===== src/rtl/bin2bcd_seq_pkg.sv =====
// Shared constants for the sequential binary-to-BCD converter: FSM encodings,
// default digit count and the display-range helpers.
package bin2bcd_seq_pkg;

  localparam logic [1:0] ST_IDLE  = 2'd0;
  localparam logic [1:0] ST_SHIFT = 2'd1;
  localparam logic [1:0] ST_FIN   = 2'd2;

  localparam int DIGITS_DEF = 4;

  // Largest value the display can show: 10^digits - 1.
  function automatic int unsigned bcd_max(input int digits);
    int unsigned p;
    p = 1;
    for (int i = 0; i < digits; i++) begin
      p = p * 10;
    end
    return p - 1;
  endfunction

  // Width of a counter that must hold values up to n.
  function automatic int count_width(input int n);
    return $clog2(n + 1);
  endfunction

endpackage


===== src/rtl/bin2bcd_seq_dd_add3.sv =====
// Double-dabble correction cell: a BCD digit of 5 or more gets 3 added so the
// following left shift carries correctly into the next digit.
module dd_add3 (
  input  logic [3:0] digit,
  output logic [3:0] adj
);

  assign adj = (digit >= 4'd5) ? (digit + 4'd3) : digit;

endmodule


===== src/rtl/bin2bcd_seq.sv =====
// Iterative double-dabble binary-to-BCD converter with saturation, overflow
// flag and a leading-zero blank mask for a multi-digit 7-segment display.
module bin2bcd_seq
  import bin2bcd_seq_pkg::*;
#(
  parameter int BIN_W  = 14,
  parameter int DIGITS = DIGITS_DEF
) (
  input  logic                  clk,
  input  logic                  rst,
  input  logic                  start,
  input  logic [BIN_W-1:0]      bin,
  output logic                  busy,
  output logic                  done,
  output logic                  valid,
  output logic                  ovf,
  output logic [4*DIGITS-1:0]   bcd,
  output logic [DIGITS-1:0]     blank
);

  localparam int                BCD_W     = 4 * DIGITS;
  localparam int                CNT_W     = count_width(BIN_W);
  localparam logic [31:0]       MAX_VAL   = 32'(bcd_max(DIGITS));
  localparam logic [CNT_W-1:0]  LAST_ITER = CNT_W'(BIN_W - 1);
  localparam logic [DIGITS-1:0] BLANK_RST = {DIGITS{1'b1}} << 1;

  logic [1:0]        state_reg,    state_next;
  logic [CNT_W-1:0]  count_reg,    count_next;
  logic [BCD_W-1:0]  scratch_reg,  scratch_next;
  logic [BIN_W-1:0]  shreg_reg,    shreg_next;
  logic              ovf_pend_reg, ovf_pend_next;
  logic              busy_reg,     busy_next;
  logic              done_reg,     done_next;
  logic              valid_reg,    valid_next;
  logic              ovf_reg,      ovf_next;
  logic [BCD_W-1:0]  bcd_reg,      bcd_next;
  logic [DIGITS-1:0] blank_reg,    blank_next;

  logic [BCD_W-1:0]  scratch_adj;
  logic [DIGITS-1:0] blank_calc;
  logic              over_range;
  logic [BIN_W-1:0]  sat_val;

  // Saturated input keeps every scratch digit <= 9, so no carry ever leaves
  // the top digit.
  assign over_range = (32'(bin) > MAX_VAL);
  assign sat_val    = over_range ? MAX_VAL[BIN_W-1:0] : bin;

  generate
    for (genvar gi = 0; gi < DIGITS; gi++) begin : g_add3
      dd_add3 u_add3 (
        .digit (scratch_reg[4*gi +: 4]),
        .adj   (scratch_adj[4*gi +: 4])
      );
    end
  endgenerate

  // Digit i is a leading zero when it and every digit above it are zero;
  // the ones digit is always shown.
  assign blank_calc[0] = 1'b0;
  generate
    for (genvar gi = 1; gi < DIGITS; gi++) begin : g_blank
      assign blank_calc[gi] = (scratch_reg[BCD_W-1:4*gi] == '0);
    end
  endgenerate

  always_comb begin
    state_next    = state_reg;
    count_next    = count_reg;
    scratch_next  = scratch_reg;
    shreg_next    = shreg_reg;
    ovf_pend_next = ovf_pend_reg;
    busy_next     = busy_reg;
    done_next     = 1'b0;
    valid_next    = valid_reg;
    ovf_next      = ovf_reg;
    bcd_next      = bcd_reg;
    blank_next    = blank_reg;

    case (state_reg)
      ST_IDLE: begin
        if (start) begin
          shreg_next    = sat_val;
          ovf_pend_next = over_range;
          scratch_next  = '0;
          count_next    = '0;
          busy_next     = 1'b1;
          state_next    = ST_SHIFT;
        end
      end

      ST_SHIFT: begin
        scratch_next = {scratch_adj[BCD_W-2:0], shreg_reg[BIN_W-1]};
        shreg_next   = shreg_reg << 1;
        count_next   = count_reg + 1'b1;
        if (count_reg == LAST_ITER) begin
          state_next = ST_FIN;
        end
      end

      ST_FIN: begin
        bcd_next   = scratch_reg;
        blank_next = blank_calc;
        ovf_next   = ovf_pend_reg;
        valid_next = 1'b1;
        done_next  = 1'b1;
        busy_next  = 1'b0;
        state_next = ST_IDLE;
      end

      default: begin
        busy_next  = 1'b0;
        state_next = ST_IDLE;
      end
    endcase
  end

  always_ff @(posedge clk) begin
    if (rst) begin
      state_reg    <= ST_IDLE;
      count_reg    <= '0;
      scratch_reg  <= '0;
      shreg_reg    <= '0;
      ovf_pend_reg <= 1'b0;
      busy_reg     <= 1'b0;
      done_reg     <= 1'b0;
      valid_reg    <= 1'b0;
      ovf_reg      <= 1'b0;
      bcd_reg      <= '0;
      blank_reg    <= BLANK_RST;
    end else begin
      state_reg    <= state_next;
      count_reg    <= count_next;
      scratch_reg  <= scratch_next;
      shreg_reg    <= shreg_next;
      ovf_pend_reg <= ovf_pend_next;
      busy_reg     <= busy_next;
      done_reg     <= done_next;
      valid_reg    <= valid_next;
      ovf_reg      <= ovf_next;
      bcd_reg      <= bcd_next;
      blank_reg    <= blank_next;
    end
  end

  assign busy  = busy_reg;
  assign done  = done_reg;
  assign valid = valid_reg;
  assign ovf   = ovf_reg;
  assign bcd   = bcd_reg;
  assign blank = blank_reg;

endmodule


===== config.mk =====
export PLATFORM = sky130hd
export DESIGN_NAME = bin2bcd_seq
export DESIGN_NICKNAME = d
export VERILOG_FILES = /design/src/rtl/bin2bcd_seq_pkg.sv /design/src/rtl/bin2bcd_seq_dd_add3.sv /design/src/rtl/bin2bcd_seq.sv
export SDC_FILE = /design/constraint.sdc
export NUM_CORES = 1
export LEC_CHECK = 0
export ABC_AREA = 1
export BUFFER_PORTS_ARGS = -buffer_cell sky130_fd_sc_hd__buf_2
export CORE_MARGIN = 4
export CORE_UTILIZATION = 51
export CTS_CLUSTER_DIAMETER = 120
export CTS_CLUSTER_SIZE = 24
export DETAILED_ROUTE_END_ITERATION = 8
export GPL_TIMING_DRIVEN = 0
export PLACE_DENSITY = 0.8
export SYNTH_ARGS = -nofsm -noshare
export SYNTH_HDL_FRONTEND = slang
export SYNTH_SLANG_ARGS = --single-unit

===== constraint.sdc =====
create_clock -name clk -period 1.1 [get_ports clk]
set_input_delay 0.165 -clock clk [delete_from_list [all_inputs] [get_ports clk]]
set_output_delay 0.165 -clock clk [all_outputs]
set_load 0.03 [all_outputs]

Word-level counts from Yosys, hierarchy flattened --
Cells that the tools add are included. Widths: inputs -> output; s select.
Operators by class: $add $sub $neg 5, order comparisons 5, eq/ne operators 5, muxes and demuxes 17, bitwise logic cells 1, reduce and logical (&&, ||, !) cells 9
Operator list (number):
- $pmux 16 s2 | 1
- $mux 14 | 2
- $pmux 14 s2 | 1
- $ge 4x3->1 const B | 4
- $mux 16 | 1
- $mux 4 | 4
- $gt 14x14->1 const B | 1
- $add 4x2->4 const B | 3
- $logic_not 12->1 | 1
- $logic_not 8->1 | 1
- $pmux 4 s2 | 1
- $reduce_and 2->1 | 4
- $add 4x1->4 const B | 1
- $eq 4x4->1 const B | 1
- $logic_not 4->1 | 1
- $mux 2 | 2
- $ne 2x2->1 const B | 2
- $pmux 2 s2 | 1
- $add 3x2->3 const B | 1
- $mux 3 | 1
- $eq 2x1->1 const B | 1
- $eq 2x2->1 const B | 1
- $logic_not 2->1 | 1
- $mux 1 | 2
- other kinds (3) | 3
Word-level totals: bits in registers 60, input bits 17, output and inout port bits 24, logic and storage cells 53

Depth between registers and ports, before layout --
Gate-level depths: netlist (run 1).
word-level depth 4, gate-level depth with buffers 9, gate-level depth less buffers 9

By module --
Synthesis (run 1) repeated with hierarchy kept, for this count alone.
Unflattened totals: cells, all modules 387, area total of the unflattened synthesis 2935.3 sq um
Modules (own cells, without submodules):
- bin2bcd_seq | instances 1, cells an instance 295, area each 2394.8 sq um, sequential area each 1201.2 sq um
- dd_add3 | instances 4, cells an instance 23, area each 135.1 sq um, sequential area each 0.0 sq um

Least setup slack after synthesis (run 1) --
Ideal clock, no wire load.
kind register to register, start register scratch_reg[4], end register scratch_reg[8], setup time 65 ps, data arrival time 1157 ps, required time 1035 ps, slack -122 ps, stages on the path, launching flop included 9, period minus slack after synthesis 1222 ps, cells stage by stage dfxtp_1 inv_1 ha_1 nand2_1 nand2_1 nand2_1 nand2_1 o21a_1 nor2_1
Between the ends: longest elaborated chain between the ends 3
RTL lines:
- start: declaration | line bin2bcd_seq.sv:29 | logic [BCD_W-1:0] scratch_reg, scratch_next;
- start signal: assignment | line bin2bcd_seq.sv:134 | scratch_reg <= scratch_next;
- $add 4x2->4 / $ge 4x3->1 (equally long branches) | line bin2bcd_seq_dd_add3.sv:8 | assign adj = (digit >= 4'd5) ? (digit + 4'd3) : digit;
- $mux 4 * | line bin2bcd_seq_dd_add3.sv:8
- $pmux 16 s2 * | line bin2bcd_seq.sv:80 | case (state_reg)
Mark *: on every way between the ends. The rest lies on a longest branch, timed or not. A chain may end at the register's enable or synchronous reset.

Worst setup path after layout (run 1) --
start register state_reg[0], end register scratch_reg[3]
Between the ends: longest elaborated chain between the ends 3
RTL lines:
- start: declaration | line bin2bcd_seq.sv:27 | logic [1:0] state_reg, state_next;
- start signal: assignment | line bin2bcd_seq.sv:132 | state_reg <= state_next;
- $eq 2x1->1 / $logic_not 2->1 (equally long branches) | line bin2bcd_seq.sv:80
- $reduce_bool 2->1 (no source line) / $ne 2x2->1 (equally long branches)
- $reduce_and 2->1 (no source line)
Parallel ways exist; a longest one is shown, timed or not.

==> results.tsv, run 1 <==
metric	value	unit
max_cap_viol_count	0	
yosysMostFrequentCell	nand2_1	
final_antenna_net_count	0	
insertion_delay	340	ps
vias_per_cell	5.720	
postSynthCellCount	350	
slew_headroom	0.4906	
status	finished with violations	
fin_area	0.004005	mm^2
period_minus_slack	1304	ps
routed_wl	8.528	mm
start_util	0.5268	
path_max_fanout	10	
rsz0062_at_grt	yes	
yosys_warnings	0	
routabilityCongestion	0.8220	
dr.pass1.iters	6	
violations	setup timing	
synth_area_per_cell	7.736	um^2
crit_path_start_kind	flop	
synth_edf_count	0	
drt_iter0_markers	353	
area_growth	47.92	%
avgRoutedWirePerCell	16.69	um
crit_path_end_kind	flop	
cp_data_required_time	1360	ps
leakagePower	0.001689	uW
finalSetupTns	-7000	ps
drive_above_1_share	0.4354	
cts_buffer_depth	2	
final_nets	464	
dieArea	0.006538	mm^2
seq_area_frac_synth	0.4436	
grt_pass1_vias	2743	
ir_worst_vdd	0.9531	mV
hold_buffers	0	
path_class	flop to flop	
fp.dieH	80.86	um
worst_slack	-203.9	ps
finalClockSkew	7.246	ps
place_hpwl	4.577	mm
yosys-top-cells-area	dfxtp_1 (44%), nand2_1 (9.3%), a21oi_1 (9.1%)	
numCtsBuffers	9	
core_area	0.005140	mm^2
htreeDepth	3	
cts_root_buf	clkbuf_8	
p_per_area	1221	mW/mm^2
num_rows	26	
grt_pass1_wl	12.81	mm
grt_max_degree	11	
nFillCells	326	
period_share	1.185	
clkTransAtPathRegs	60	ps
place_area	0.003049	mm^2
timing.final.max_slew_violations	0	
grt-ovfl-total	0	
synth_fp_nets	377	
pin_count	41	
num_antenna_cells	0	
synthArstFlopShare	0	
drc	0	
synth_common_cells	nand2_1 (67), dfxtp_1 (60), a21oi_1 (49), inv_1 (26), o21ai_0 (26)	
synth-seq-cells	60	
portBuffers	38	
ys.flop_type	dfxtp_1	
yosysTopAreaCellShare	0.4436	
grt_antenna_before_repair	0	
hold_viol	0	
cts.sinks	60	
finalSetupViolCount	58	
instances_no_fill	511	
critical_path_arrival	1560	ps
yosysUniqueCellTypes	38	
max_freq	766.9	MHz
placed_cells_incl_taps	458	
die_x	80.86	um
whs	70.56	ps
grt_usage	0.2571	
cts_tree	done	
holdCritPathClass	input port to flop	
vias	2923	
yosysTopAreaCell	dfxtp_1	
synth_area	0.002708	mm^2
worstMarginPinSlew	764.1	ps
[per-stage QoR]
stage	total power, uW	util	setup slack [ps]
finish	4890	0.7792	-203.9
global route	5033	0.7792	-275.5
CTS	4811	0.7361	-156.2
detailed placement	2728	0.5932	-297.0
global placement	2719	0.5932	-273.3
floorplan	2601	-	-64.16
[layout by cell type (no fill, tap or decap), drive strengths merged]
| master | count |
|---|---|
| or2 | 7 |
| nand4 | 2 |
| a211oi | 1 |
| o21a | 3 |
| nand2 | 68 |
| a31oi | 3 |
| bufinv | 1 |
| o32ai | 1 |
| clkbuf | 19 |
| a22oi | 1 |
| nand3 | 15 |
| buf | 89 |
| nand3b | 4 |
| xor2 | 3 |
| o21ai | 27 |
| nor2 | 22 |
| ha | 10 |
| nor3 | 9 |
| o211ai | 10 |
| dfxtp | 60 |
| clkinv | 1 |
| a21oi | 49 |
| inv | 31 |
| a21boi | 4 |
| conb | 1 |
[power breakdown]
group | switching (uW) | internal [uW] | total [uW]
Clock | 822 | 1220 | 2040
Sequential | 38.9 | 2220 | 2260
Combinational | 326 | 261 | 587
[worst paths after layout]
check	cells after the start	endpoint	startpoint	slack [ps]
worst max-delay path	5	scratch_reg[3]	state_reg[0]	-200
worst min-delay path	3	shreg_reg[1]	bin[1]	70
worst max register to register	5	scratch_reg[3]	state_reg[0]	-200
worst min register to register	2	valid	valid	460
[per-layer routing]
layer	GRT usage	vias up	share of wire
li1	-	1342	-
met1	0.3074	1396	0.40
met2	0.4236	151	0.50
met3	0.04878	34	0.066
met4	0.1605	0	0.034
met5	0	-	0
[worst max-delay path, stage by stage (launching register included)]
cell     delay, ps
dfxtp_2        350
inv_4           50
nor2_4         160
buf_2          300
nand3_1        160
a21oi_1        210
[cell type report]
type | count | area [um^2] | area share
inverters | 32 | 147.6 | 0.03686
clock inverters | 1 | 30.03 | 0.007498
plain buffers | 17 | 142.6 | 0.03561
well taps | 70 | 87.58 | 0.02187
repair buffers | 77 | 606.8 | 0.1515
flip-flops and latches | 60 | 1229 | 0.3068
clock buffers | 14 | 172.7 | 0.04311
multi-input cells | 240 | 1589 | 0.3968
[cell families (layout without fill, tap and decap cells)]
family,Yosys count,count (layout),synth area share
DFF,60,60,0.4436
AOI/OAI and AO/OA,99,99,0.2047
xor gates and xnor gates,3,3,0.009706
other,1,1,0.001385
adders and majority gates,10,10,0.04621
and+or+nand+nor,127,127,0.2121
buffers and inverters,50,141,0.08225
[what timing repair did]
item                                    4_1_cts  5_1_grt
resized for setup                            79       53
setup buffers                                26       11
gates cloned                                  3        1
pin swaps                                    20       16
endpoints found under the setup margin       58       58
endpoints found under the hold margin         0        0
(Power assumes the default switching activity.)
==> inputs of run 2 (changes only) <==
--- a/config.mk
+++ b/config.mk
@@ -5,15 +5,15 @@
 export SDC_FILE = /design/constraint.sdc
 export NUM_CORES = 1
 export LEC_CHECK = 0
-export ABC_AREA = 1
+export ABC_AREA = 0
 export BUFFER_PORTS_ARGS = -buffer_cell sky130_fd_sc_hd__buf_2
 export CORE_MARGIN = 4
-export CORE_UTILIZATION = 51
+export CORE_UTILIZATION = 50
 export CTS_CLUSTER_DIAMETER = 120
 export CTS_CLUSTER_SIZE = 24
 export DETAILED_ROUTE_END_ITERATION = 8
 export GPL_TIMING_DRIVEN = 0
-export PLACE_DENSITY = 0.8
+export PLACE_DENSITY = 0.78
 export SYNTH_ARGS = -nofsm -noshare
 export SYNTH_HDL_FRONTEND = slang
 export SYNTH_SLANG_ARGS = --single-unit
==> run 2 against run 1 <==
  * The flow still finishes with violations (setup timing)
  * First-iteration DRC count down 63%
  * Global-route usage shrank 0.47 points
  * Synthesized cell count decreased by 13%
  * Clock-buffer cell count shrank 5
  * Highest routed layer unchanged
  * Critical path depth up 1
  * Worst setup slack worse by 190 ps
  * Critical path type unchanged
  * Sequential cell count stayed put
==> results.tsv, run 2 <==
metric	value	unit	change
gr-usage-met1	0.2862		was 0.3074
critical_path_arrival	1790	ps	was 1560 ps
avgRoutedWirePerCell	17.24	um	was 16.69 um
period_share	1.359		was 1.185
nFillCells	334		was 326
final_antenna_net_count	0		unchanged
cts.sinks	60		unchanged
vias	2579		was 2923
die_x	80.70	um	was 80.86 um
worstMarginPinSlew	692.6	ps	was 764.1 ps
crit_path_start_kind	flop		unchanged
grt-ovfl-total	0		unchanged
final_nets	416		was 464
yosysUniqueCellTypes	41		was 38
clkTransAtPathRegs	70	ps	was 60 ps
whs	37.27	ps	was 70.56 ps
synth_common_cells	dfxtp_1 (60), nand2_1 (40), nor2_1 (38), a21oi_1 (35)		was nand2_1 (67), dfxtp_1 (60), a21oi_1 (49), inv_1 (26), o21ai_0 (26)
finalClockSkew	9.079	ps	was 7.246 ps
final_common_cell	dfxtp_1		unchanged
globalRoute.busiestLayer	met2		unchanged
synth_edf_count	0		unchanged
synthArstFlopShare	0		unchanged
place_area	0.003136	mm^2	was 0.003049 mm^2
start_util	0.5174		was 0.5268
crit_slowest_cell	or3b_4		was dfxtp_2
grt_pass1_wl	12.34	mm	was 12.81 mm
status	finished with violations		unchanged
grtUsageMet3	0.05493		was 0.04878
numCtsBuffers	9		unchanged
grt_usage	0.2524		was 0.2571
place_hpwl	4.516	mm	was 4.577 mm
worst_slack	-394.6	ps	was -203.9 ps
cts_tree	done		unchanged
use_met2	0.4387		was 0.4236
cts_root_buf	clkbuf_8		unchanged
rsz0062_at_grt	yes		unchanged
htreeDepth	3		unchanged
synth_area	0.002643	mm^2	was 0.002708 mm^2
routed_wl	8.001	mm	was 8.528 mm
drive_above_1_share	0.5102		was 0.4354
synth_fp_nets	333		was 377
violations	setup timing		unchanged
grt_max_degree	12		was 11
insertion_delay	350	ps	was 340 ps
num_rows	26		unchanged
max_cap_viol_count	0		unchanged
yosysTopAreaCell	dfxtp_1		unchanged
routabilityCongestion	0.7924		was 0.8220
postSynthCellCount	306		was 350
seq_area_frac_synth	0.4545		was 0.4436
timing.final.max_slew_violations	0		unchanged
yosys_warnings	0		unchanged
dieArea	0.006512	mm^2	was 0.006538 mm^2
period_minus_slack	1495	ps	was 1304 ps
hold_viol	0		unchanged
max_freq	669.1	MHz	was 766.9 MHz
path_max_fanout	2		was 10
ir_worst_vdd	0.7785	mV	was 0.9531 mV
cp_data_required_time	1390	ps	was 1360 ps
pin_count	41		unchanged
holdCritPathClass	input port to flop		unchanged
power.total	4788	uW	was 4890 uW
yosysTopAreaCellShare	0.4545		was 0.4436
dr.pass1.iters	4		was 6
p_per_area	1203	mW/mm^2	was 1221 mW/mm^2
post-place-ws	-346.3	ps	was -297.0 ps
fp.dieH	80.70	um	was 80.86 um
crit_path_end_kind	flop		unchanged
ys.flop_type	dfxtp_1		unchanged
yosys-top-cells-area	dfxtp_1 (45%), a21oi_1 (6.6%), nand2_1 (5.7%)		was dfxtp_1 (44%), nand2_1 (9.3%), a21oi_1 (9.1%)
crit_path_cell_trace	inv_2 -> ha_4 -> or3b_4 -> nor4b_4 -> nand3_1 -> nand2_1		was inv_4 -> nor2_4 -> buf_2 -> nand3_1 -> a21oi_1
max_stage_delay	390	ps	was 350 ps
finalSetupViolCount	57		was 58
synth-seq-cells	60		unchanged
core_area	0.005107	mm^2	was 0.005140 mm^2
yosysMostFrequentCell	dfxtp_1		was nand2_1
cts_buffer_depth	2		unchanged
num_antenna_cells	0		unchanged
leakagePower	0.001688	uW	was 0.001689 uW
path_class	flop to flop		unchanged
fin_area	0.003980	mm^2	was 0.004005 mm^2
portBuffers	38		unchanged
most-common-layout-cells	dfxtp_1 (47), buf_2 (38), nor2_1 (28)		was dfxtp_1 (50), nand2_1 (49), buf_2 (40)
slew_headroom	0.5383		was 0.4906
worst-r2r-setup-slack	-390	ps	was -200 ps
utilization	0.7793		was 0.7792
vias_per_cell	5.558		was 5.720
drc	0		unchanged
grt_pass1_vias	2568		was 2743
grt_antenna_before_repair	0		unchanged
synth_area_per_cell	8.636	um^2	was 7.736 um^2
area_growth	50.62	%	was 47.92%
drt_iter0_markers	130		was 353
## run 2: cell families (layout without fill, tap and decap cells)
logic type | after synthesis | after routing | synth area share
adder cells (fa/ha/maj) | 10 | 10 | 0.04735
other | 1 | 1 | 0.001419
XOR/XNOR | 7 | 7 | 0.02320
AO/OA/AOI/OAI | 71 | 71 | 0.1714
buffers and inverters | 30 | 118 | 0.06249
flip-flops | 60 | 60 | 0.4545
multiplexers | 5 | 5 | 0.01941
AND/OR/NAND/NOR | 122 | 122 | 0.2202
## run 2: worst paths after layout
check | depth (start not counted) | start | to
min reg2reg | 2 | bcd[14] | bcd[14]
max reg2reg | 6 | scratch_reg[12] | blank[1]
max | 6 | scratch_reg[12] | blank[1]
min | 2 | bin[0] | shreg_reg[0]
## run 2: worst max-delay path: cells and delay by family (launching register included)
kind                     cells  cell delay [ps]
buffers and inverters        1               60
AND/OR/NAND/NOR              4              890
flip-flops                   1              360
adder cells (fa/ha/maj)      1              120
## run 2: per-stage QoR
stage | instances | TNS [ps]
after CTS | 457 | -7133
after floorplan | 306 | -2797
after global routing | 464 | -10970
after detailed placement | 414 | -10740
final | 464 | -8546
after global placement | 414 | -9755
## run 2: metal layers
metal,wire (um),share of wire,vias to the layer above
li1,-,-,1220
met1,3308,0.41,1255
met2,4125,0.52,83
met3,390,0.049,21
met4,176,0.022,0
met5,0,0,-
## run 2: final cells by class
type	instances	area, um^2	share of cell area
plain buffers	16	127.6	0.03207
inverters	11	53.80	0.01352
flip-flops and latches	60	1235	0.3103
clock inverters	7	67.56	0.01698
well taps	70	87.58	0.02201
clock buffers	9	123.9	0.03112
repair buffers	75	570.5	0.1434
multi-input cells	216	1714	0.4307
## run 2: where the power goes
group | internal [uW] | switching, uW
clock network | 1030 | 925
registers | 2220 | 44.6
logic | 265 | 306
## run 2: timing repair
item | in CTS | in global routing
gates cloned | 5 | 0
setup buffers | 25 | 10
resized for setup | 59 | 55
setup endpoints to repair | 58 | 61
hold buffers | 0 | 0
pin swaps | 27 | 42
